<file path="config.mk">
export PLATFORM = sky130hd
export DESIGN_NAME = seg_scan_ctrl
export DESIGN_NICKNAME = d
export VERILOG_FILES = /design/src/rtl/seg_pkg.sv /design/src/rtl/seg_decode.sv /design/src/rtl/seg_scan_ctrl.sv
export SDC_FILE = /design/constraint.sdc
export NUM_CORES = 1
export LEC_CHECK = 0
export BUFFER_PORTS_ARGS = -buffer_cell sky130_fd_sc_hd__buf_2
export CORE_MARGIN = 10
export CORE_UTILIZATION = 40
export CTS_CLUSTER_SIZE = 25
export DETAILED_ROUTE_END_ITERATION = 10
export PLACE_DENSITY = 0.68
export SYNTH_ARGS = -nofsm -noshare
export SYNTH_HDL_FRONTEND = slang
export SYNTH_SLANG_ARGS = --single-unit
export TNS_END_PERCENT = 30
</file>
<file path="constraint.sdc">
create_clock -name CLK -period 3.1 [get_ports CLK]
set_input_delay 0.155 -clock CLK [delete_from_list [all_inputs] [get_ports CLK]]
set_output_delay 0.155 -clock CLK [all_outputs]
set_load 0.01 [all_outputs]
</file>
<file path="src/rtl/seg_pkg.sv">
// Shared constants and types for the 4-digit 7-segment scan controller.
// Contents: digit count, segment pattern table (g..a, active-low),
// off/blank patterns, slot FSM state, and the buffered display word.
package seg_pkg;

  localparam int unsigned NUM_DIGITS = 4;
  localparam int unsigned NIB_W      = 4;
  localparam int unsigned VALUE_W    = NUM_DIGITS * NIB_W;
  localparam int unsigned SEG_W      = 8;

  localparam logic [SEG_W-1:0] SEG_OFF    = 8'hFF;
  localparam logic [6:0]       SEG_BLANK7 = 7'h7F;

  // Active-low g,f,e,d,c,b,a patterns; entry n is SEG_TABLE[n]
  localparam logic [15:0][6:0] SEG_TABLE = {
    7'b0001110,  // F
    7'b0000110,  // E
    7'b0100001,  // d
    7'b1000110,  // C
    7'b0000011,  // b
    7'b0001000,  // A
    7'b0010000,  // 9
    7'b0000000,  // 8
    7'b1111000,  // 7
    7'b0000010,  // 6
    7'b0010010,  // 5
    7'b0011001,  // 4
    7'b0110000,  // 3
    7'b0100100,  // 2
    7'b1111001,  // 1
    7'b1000000   // 0
  };

  typedef enum logic {
    BLANK = 1'b0,
    SHOW  = 1'b1
  } slot_state_e;

  // One buffered display word: four hex nibbles plus per-digit dots
  typedef struct packed {
    logic [VALUE_W-1:0]    value;
    logic [NUM_DIGITS-1:0] dots;
  } disp_word_t;

  function automatic logic [NUM_DIGITS-1:0] onehot_digit(input logic [1:0] slot);
    return NUM_DIGITS'(1) << slot;
  endfunction

endpackage

</file>
<file path="src/rtl/seg_decode.sv">
// Combinational hex nibble to active-low 7-segment pattern with dot.
// Ports: nibble_i (hex digit), dot_i (1 = dot lit), blank_i (1 = segments
// g..a off, dot still honoured), pattern_c (active-low {dot,g..a}).
module seg_decode
  import seg_pkg::*;
(
  input  logic [NIB_W-1:0] nibble_i,
  input  logic             dot_i,
  input  logic             blank_i,
  output logic [SEG_W-1:0] pattern_c
);

  assign pattern_c = {~dot_i, (blank_i ? SEG_BLANK7 : SEG_TABLE[nibble_i])};

endmodule

</file>
<file path="src/rtl/seg_scan_ctrl.sv">
// Time-multiplexed scan controller for a 4-digit common-segment display.
// Accepts a value/dots word over valid/ready into a one-deep pending buffer,
// promotes it to the display register at frame boundaries, and scans the
// digits MSD-first with a blanking guard at the start of every slot.
// Ports: CLK, RST_N (sync, active-low); in_value/in_dots/in_valid/in_ready
// producer handshake; blank_lz leading-zero suppression level; seg_n
// active-low segments; dig_en one-hot digit enable; frame_start pulse.
module seg_scan_ctrl
  import seg_pkg::*;
#(
  parameter int unsigned DIGIT_CYCLES = 4096,
  parameter int unsigned BLANK_CYCLES = 64
) (
  input  logic                  CLK,
  input  logic                  RST_N,
  input  logic [VALUE_W-1:0]    in_value,
  input  logic [NUM_DIGITS-1:0] in_dots,
  input  logic                  in_valid,
  output logic                  in_ready,
  input  logic                  blank_lz,
  output logic [SEG_W-1:0]      seg_n,
  output logic [NUM_DIGITS-1:0] dig_en,
  output logic                  frame_start
);

  localparam int unsigned CNT_W = $clog2(DIGIT_CYCLES);
  localparam logic [CNT_W-1:0] CNT_LAST = CNT_W'(DIGIT_CYCLES - 1);
  localparam logic [CNT_W-1:0] CNT_SHOW = CNT_W'(BLANK_CYCLES);
  localparam logic [1:0]       SLOT_MSD = 2'(NUM_DIGITS - 1);

  logic                  run_q;
  logic [1:0]            slot_q, slot_d;
  logic [CNT_W-1:0]      count_q, count_d;
  slot_state_e           state_q, state_d;
  disp_word_t            pend_q, pend_d;
  logic                  pend_full_q, pend_full_d;
  disp_word_t            disp_q, disp_d;
  logic [SEG_W-1:0]      seg_n_q, seg_n_d;
  logic [NUM_DIGITS-1:0] dig_en_q, dig_en_d;
  logic                  frame_start_q, frame_start_d;
  logic                  in_ready_q, in_ready_d;

  logic                  boundary;
  logic                  accept;
  logic [NUM_DIGITS-1:0] lead_zero;
  logic [NIB_W-1:0]      dec_nibble;
  logic                  dec_dot;
  logic                  dec_blank;
  logic [SEG_W-1:0]      dec_pattern;

  assign in_ready    = in_ready_q;
  assign seg_n       = seg_n_q;
  assign dig_en      = dig_en_q;
  assign frame_start = frame_start_q;

  // The cycle holding count 0 of slot 3 is the frame boundary; its
  // closing edge promotes pending, so a same-cycle handshake sees in_ready=0.
  assign boundary = run_q && (slot_q == SLOT_MSD) && (count_q == '0);
  assign accept   = in_valid && in_ready_q;

  // Slot counter; first cycle out of reset parks on count 0 of slot 3
  always_comb begin
    slot_d  = slot_q;
    count_d = count_q;
    if (!run_q) begin
      slot_d  = SLOT_MSD;
      count_d = '0;
    end else if (count_q == CNT_LAST) begin
      count_d = '0;
      slot_d  = slot_q - 2'd1;
    end else begin
      count_d = count_q + CNT_W'(1);
    end
  end

  // Pending/display double buffer
  always_comb begin
    pend_d      = pend_q;
    pend_full_d = pend_full_q;
    disp_d      = disp_q;
    if (boundary && pend_full_q) begin
      disp_d      = pend_q;
      pend_full_d = 1'b0;
    end else if (accept) begin
      pend_d.value = in_value;
      pend_d.dots  = in_dots;
      pend_full_d  = 1'b1;
    end
  end

  // Slot FSM next state: BLANK at the start of each slot, SHOW after the guard
  always_comb begin
    state_d = state_q;
    if (count_d == CNT_SHOW) begin
      state_d = SHOW;
    end else if (count_d == '0) begin
      state_d = BLANK;
    end
  end

  // Digit i is a leading zero when it and every higher nibble are zero
  always_comb begin
    lead_zero    = '0;
    lead_zero[3] = (disp_d.value[15:12] == '0);
    lead_zero[2] = lead_zero[3] && (disp_d.value[11:8] == '0);
    lead_zero[1] = lead_zero[2] && (disp_d.value[7:4] == '0);
  end

  // Single decoder fed by a 4:1 nibble mux on the upcoming slot
  always_comb begin
    dec_nibble = disp_d.value[3:0];
    case (slot_d)
      2'd3:    dec_nibble = disp_d.value[15:12];
      2'd2:    dec_nibble = disp_d.value[11:8];
      2'd1:    dec_nibble = disp_d.value[7:4];
      default: dec_nibble = disp_d.value[3:0];
    endcase
    dec_dot   = disp_d.dots[slot_d];
    dec_blank = blank_lz && lead_zero[slot_d];
  end

  seg_decode u_decode (
    .nibble_i  (dec_nibble),
    .dot_i     (dec_dot),
    .blank_i   (dec_blank),
    .pattern_c (dec_pattern)
  );

  // Outputs are computed from next state so dig_en and seg_n move together
  always_comb begin
    seg_n_d       = SEG_OFF;
    dig_en_d      = '0;
    frame_start_d = (slot_d == SLOT_MSD) && (count_d == '0);
    in_ready_d    = ~pend_full_d;
    if (state_d == SHOW) begin
      seg_n_d  = dec_pattern;
      dig_en_d = onehot_digit(slot_d);
    end
  end

  always_ff @(posedge CLK) begin
    if (!RST_N) begin
      run_q         <= 1'b0;
      slot_q        <= SLOT_MSD;
      count_q       <= '0;
      state_q       <= BLANK;
      pend_q        <= '0;
      pend_full_q   <= 1'b0;
      disp_q        <= '0;
      seg_n_q       <= SEG_OFF;
      dig_en_q      <= '0;
      frame_start_q <= 1'b0;
      in_ready_q    <= 1'b0;
    end else begin
      run_q         <= 1'b1;
      slot_q        <= slot_d;
      count_q       <= count_d;
      state_q       <= state_d;
      pend_q        <= pend_d;
      pend_full_q   <= pend_full_d;
      disp_q        <= disp_d;
      seg_n_q       <= seg_n_d;
      dig_en_q      <= dig_en_d;
      frame_start_q <= frame_start_d;
      in_ready_q    <= in_ready_d;
    end
  end

endmodule

</file>
==> reports/metrics.yaml <==
power_and_ir_drop:
  p_leak_nw: 1.570
  p_per_area_nw_per_um2: 458.3
  vdd_ir_drop_max_v: 0.0002665
worst_setup_path:
  required_ns: 3.33
  worst-path-buf-inv: 1
  critPathTopFamily: "compound AO/OA/AOI/OAI gates"
  path_cells: "ha_2, and3_1, buf_4, mux2_2, and3_1, o211ai_1, a32oi_1, o41ai_4, and2_1, o311ai_1"
  crit_start: "count_q[1]"
  r2r_end: "seg_n[2]"
  crit_end: "seg_n[2]"
  rrSetupSlack_ns: 0.25
  arrival_ns: 3.08
  path_max_fanout: 9
  cp-end-kind: "flop"
  critPathKind: "flop to flop"
  reg2reg_depth: 10
  critPathLaunchType: "flop"
  cp_num_cells: 10
  cp_common_cell: "and3_1"
  critical-path-slowest-cell: "dfxtp_1"
  reg2reg_from: "count_q[1]"
  slowest_delay_ns: 0.42
sta:
  drv_slew: 0
  final-hold-violation-count: 0
  rsz0062_at_grt: "no"
  finalSetupTns_ns: 0
  finalSetupViolCount: 0
  finalClockSkew_ns: 0.008368
  fmax_mhz: 350.5
  worst_pin_slew_ns: 0.7461
  layout_min_cycle_time_ns: 2.853
  slew-limit-headroom_pct: 50.19
  min_period_over_period_pct: 92.03
synthesis:
  synthCells: 390
  synth.yosys.seq_area_share_pct: 42.61
  synth_nets: 421
  yosysWarnings: 0
  ys_ff_latch: 71
  syn_area_um2: 3336
  synth_edf_count: 0
  ys_async_sr_fraction_pct: 0
  ys.flop_type: "dfxtp_1"
  synth_area_per_cell_um2: 8.553
  synthDistinctLibCells: 50
clock_network:
  ctsLongestPathBuffers: 2
  cts_tree: "done"
  cts.clk_slew.worst_paths_ns: 0.08
  cts.sinks: 71
  cts_buffers: 9
  clk_latency_ns: 0.36
  cts_root_buffer: "clkbuf_8"
  cts_setup_buffers: 0
  htreeDepth: 3
die:
  core_um2: 8175
  die_x_um: 111.3
  fp.dieH_um: 111.3
  ios: 38
  row_count: 33
  start_util_pct: 40.80
  dieArea_um2: 12390
drt:
  wl_per_cell_um: 13.78
  dr_total_vias: 2748
  postRouteAntennaNets: 0
  drt_pre_antenna_iters: 5
  routed_via_density: 5.175
  first_iter_violations: 95
  drc_errors: 0
  drt_wl_total_um: 7317
global_route:
  grt_max_degree: 46
  antenna_found_initial: 0
  grt_pass1_vias: 2697
  gr-usage-all-layers_pct: 12.00
  grt_pass1_wl_um: 12630
  overflow: 0
final_layout:
  final_common_cell: "nand2_1"
  layout_common_cells: "72 x nand2_1, 70 x dfxtp_1, 44 x nor2_1"
  fin_area_um2: 3766
  fin_cells: 531
  area_growth_pct: 12.90
  num-fill-cells: 802
  insertedDiodeCount: 0
  nets: 452
  seq_area_um2: 1423
  drive_gt1_share_pct: 18.54
  multiInputGateArea_um2: 1763
run:
  max-cap-violations: 0
place:
  dp_cells: 515
  dp_hpwl_um: 5421
  gp_congestion: 0.8646
  placed_cell_area_um2: 3573
  io_buffers: 37
outcome:
  outcome: "complete, no violations"
min_path:
  hold_class: "primary input to flop"
-- cell families (layout without fill, tap and decap cells) --
group           after synthesis  count (layout)  synth area share (%)
simple gates                175             175                 24.04
flops                        71              71                 42.61
compound gates               63              63                 12.04
buf+inv                      32              68                 5.101
mux                          29              29                 9.940
xor+xnor                     13              13                 3.639
fa+ha+maj                     7               7                 2.626
-- how the worst min path moves through the flow --
| stage | start | endpoint | slack, ns | cells after the start |
|---|---|---|---|---|
| final | RST_N | run_q | 0.02 | 1 |
| after detailed placement | RST_N | run_q | 0.38 | 1 |
| after global routing | RST_N | run_q | 0.02 | 1 |
| after CTS | RST_N | run_q | 0.008 | 1 |
| after floorplan | RST_N | run_q | 0.18 | 0 |
| after global placement | RST_N | run_q | 0.38 | 1 |
-- cell type report --
| class | instances | share of cell area [%] |
|---|---|---|
| multi-input combinational | 287 | 46.81 |
| tap | 105 | 3.488 |
| sequential | 71 | 37.77 |
| timing repair buffer | 43 | 6.445 |
| inverter | 9 | 0.8970 |
| clock buffer | 10 | 3.389 |
| clock inverter | 6 | 1.196 |
-- sequential cells by signal, indices dropped and copies added, names as in the netlist --
| name | flops |
|---|---|
| pend_q | 20 |
| state_q | 1 |
| disp_q | 20 |
| count_q | 12 |
| slot_q | 2 |
| dig_en | 4 |
| run_q | 1 |
| pend_full_q | 1 |
| frame_start | 1 |
| seg_n | 8 |
| in_ready | 1 |
-- timing repair --
item / CTS / global route
hold buffers: 0 / 0
gates resized for setup: 0 / 6
endpoints found under the setup margin: 0 / 6
-- Yosys cell counts (all sizes together), types with 5 or more instances --
cell / number / area (um2)
dfxtp: 71 / 1421
o21ai: 9 / 45.04
nor4: 7 / 43.79
a21oi: 32 / 160.2
inv: 9 / 33.78
nand3: 12 / 60.06
xor2: 8 / 70.07
clkbuf: 11 / 41.29
nor3: 10 / 50.05
mux2: 5 / 71.32
mux2i: 24 / 260.3
and2: 7 / 43.79
nand2: 73 / 276.5
ha: 7 / 87.58
and3: 6 / 37.54
xnor2: 5 / 51.30
nor2: 44 / 165.2
buf: 12 / 95.08
-- where the power goes --
part	internal, mW	switching [mW]	leakage (nW)
Combinational	0.0465	0.0697	0.915
Clock	0.294	0.368	0.0793
Sequential	0.932	0.0160	0.576
-- per-stage QoR --
step                      power, mW  hold slack [ns]  setup WS [ns]  utilization [%]
after floorplan               1.044           0.1827         0.1846                -
after global placement        1.081           0.3809         0.2683            43.71
after detailed placement      1.084           0.3796         0.1731            43.71
after CTS                     1.739         0.007594         0.1496            45.82
after global routing          1.795          0.01695        0.02919            46.07
final                         1.726          0.01872         0.2472            46.07
-- metal layers --
| layer | track usage, % | vias up | share of wire (%) |
|---|---|---|---|
| met4 | 3.599 | 0 | 0.53 |
| met3 | 4.924 | 4 | 6.5 |
| met1 | 15.79 | 1270 | 50 |
| met5 | 0 | - | 0 |
| li1 | - | 1412 | - |
| met2 | 17.47 | 62 | 43 |
Note: power is estimated with default switching activity, not from simulation.
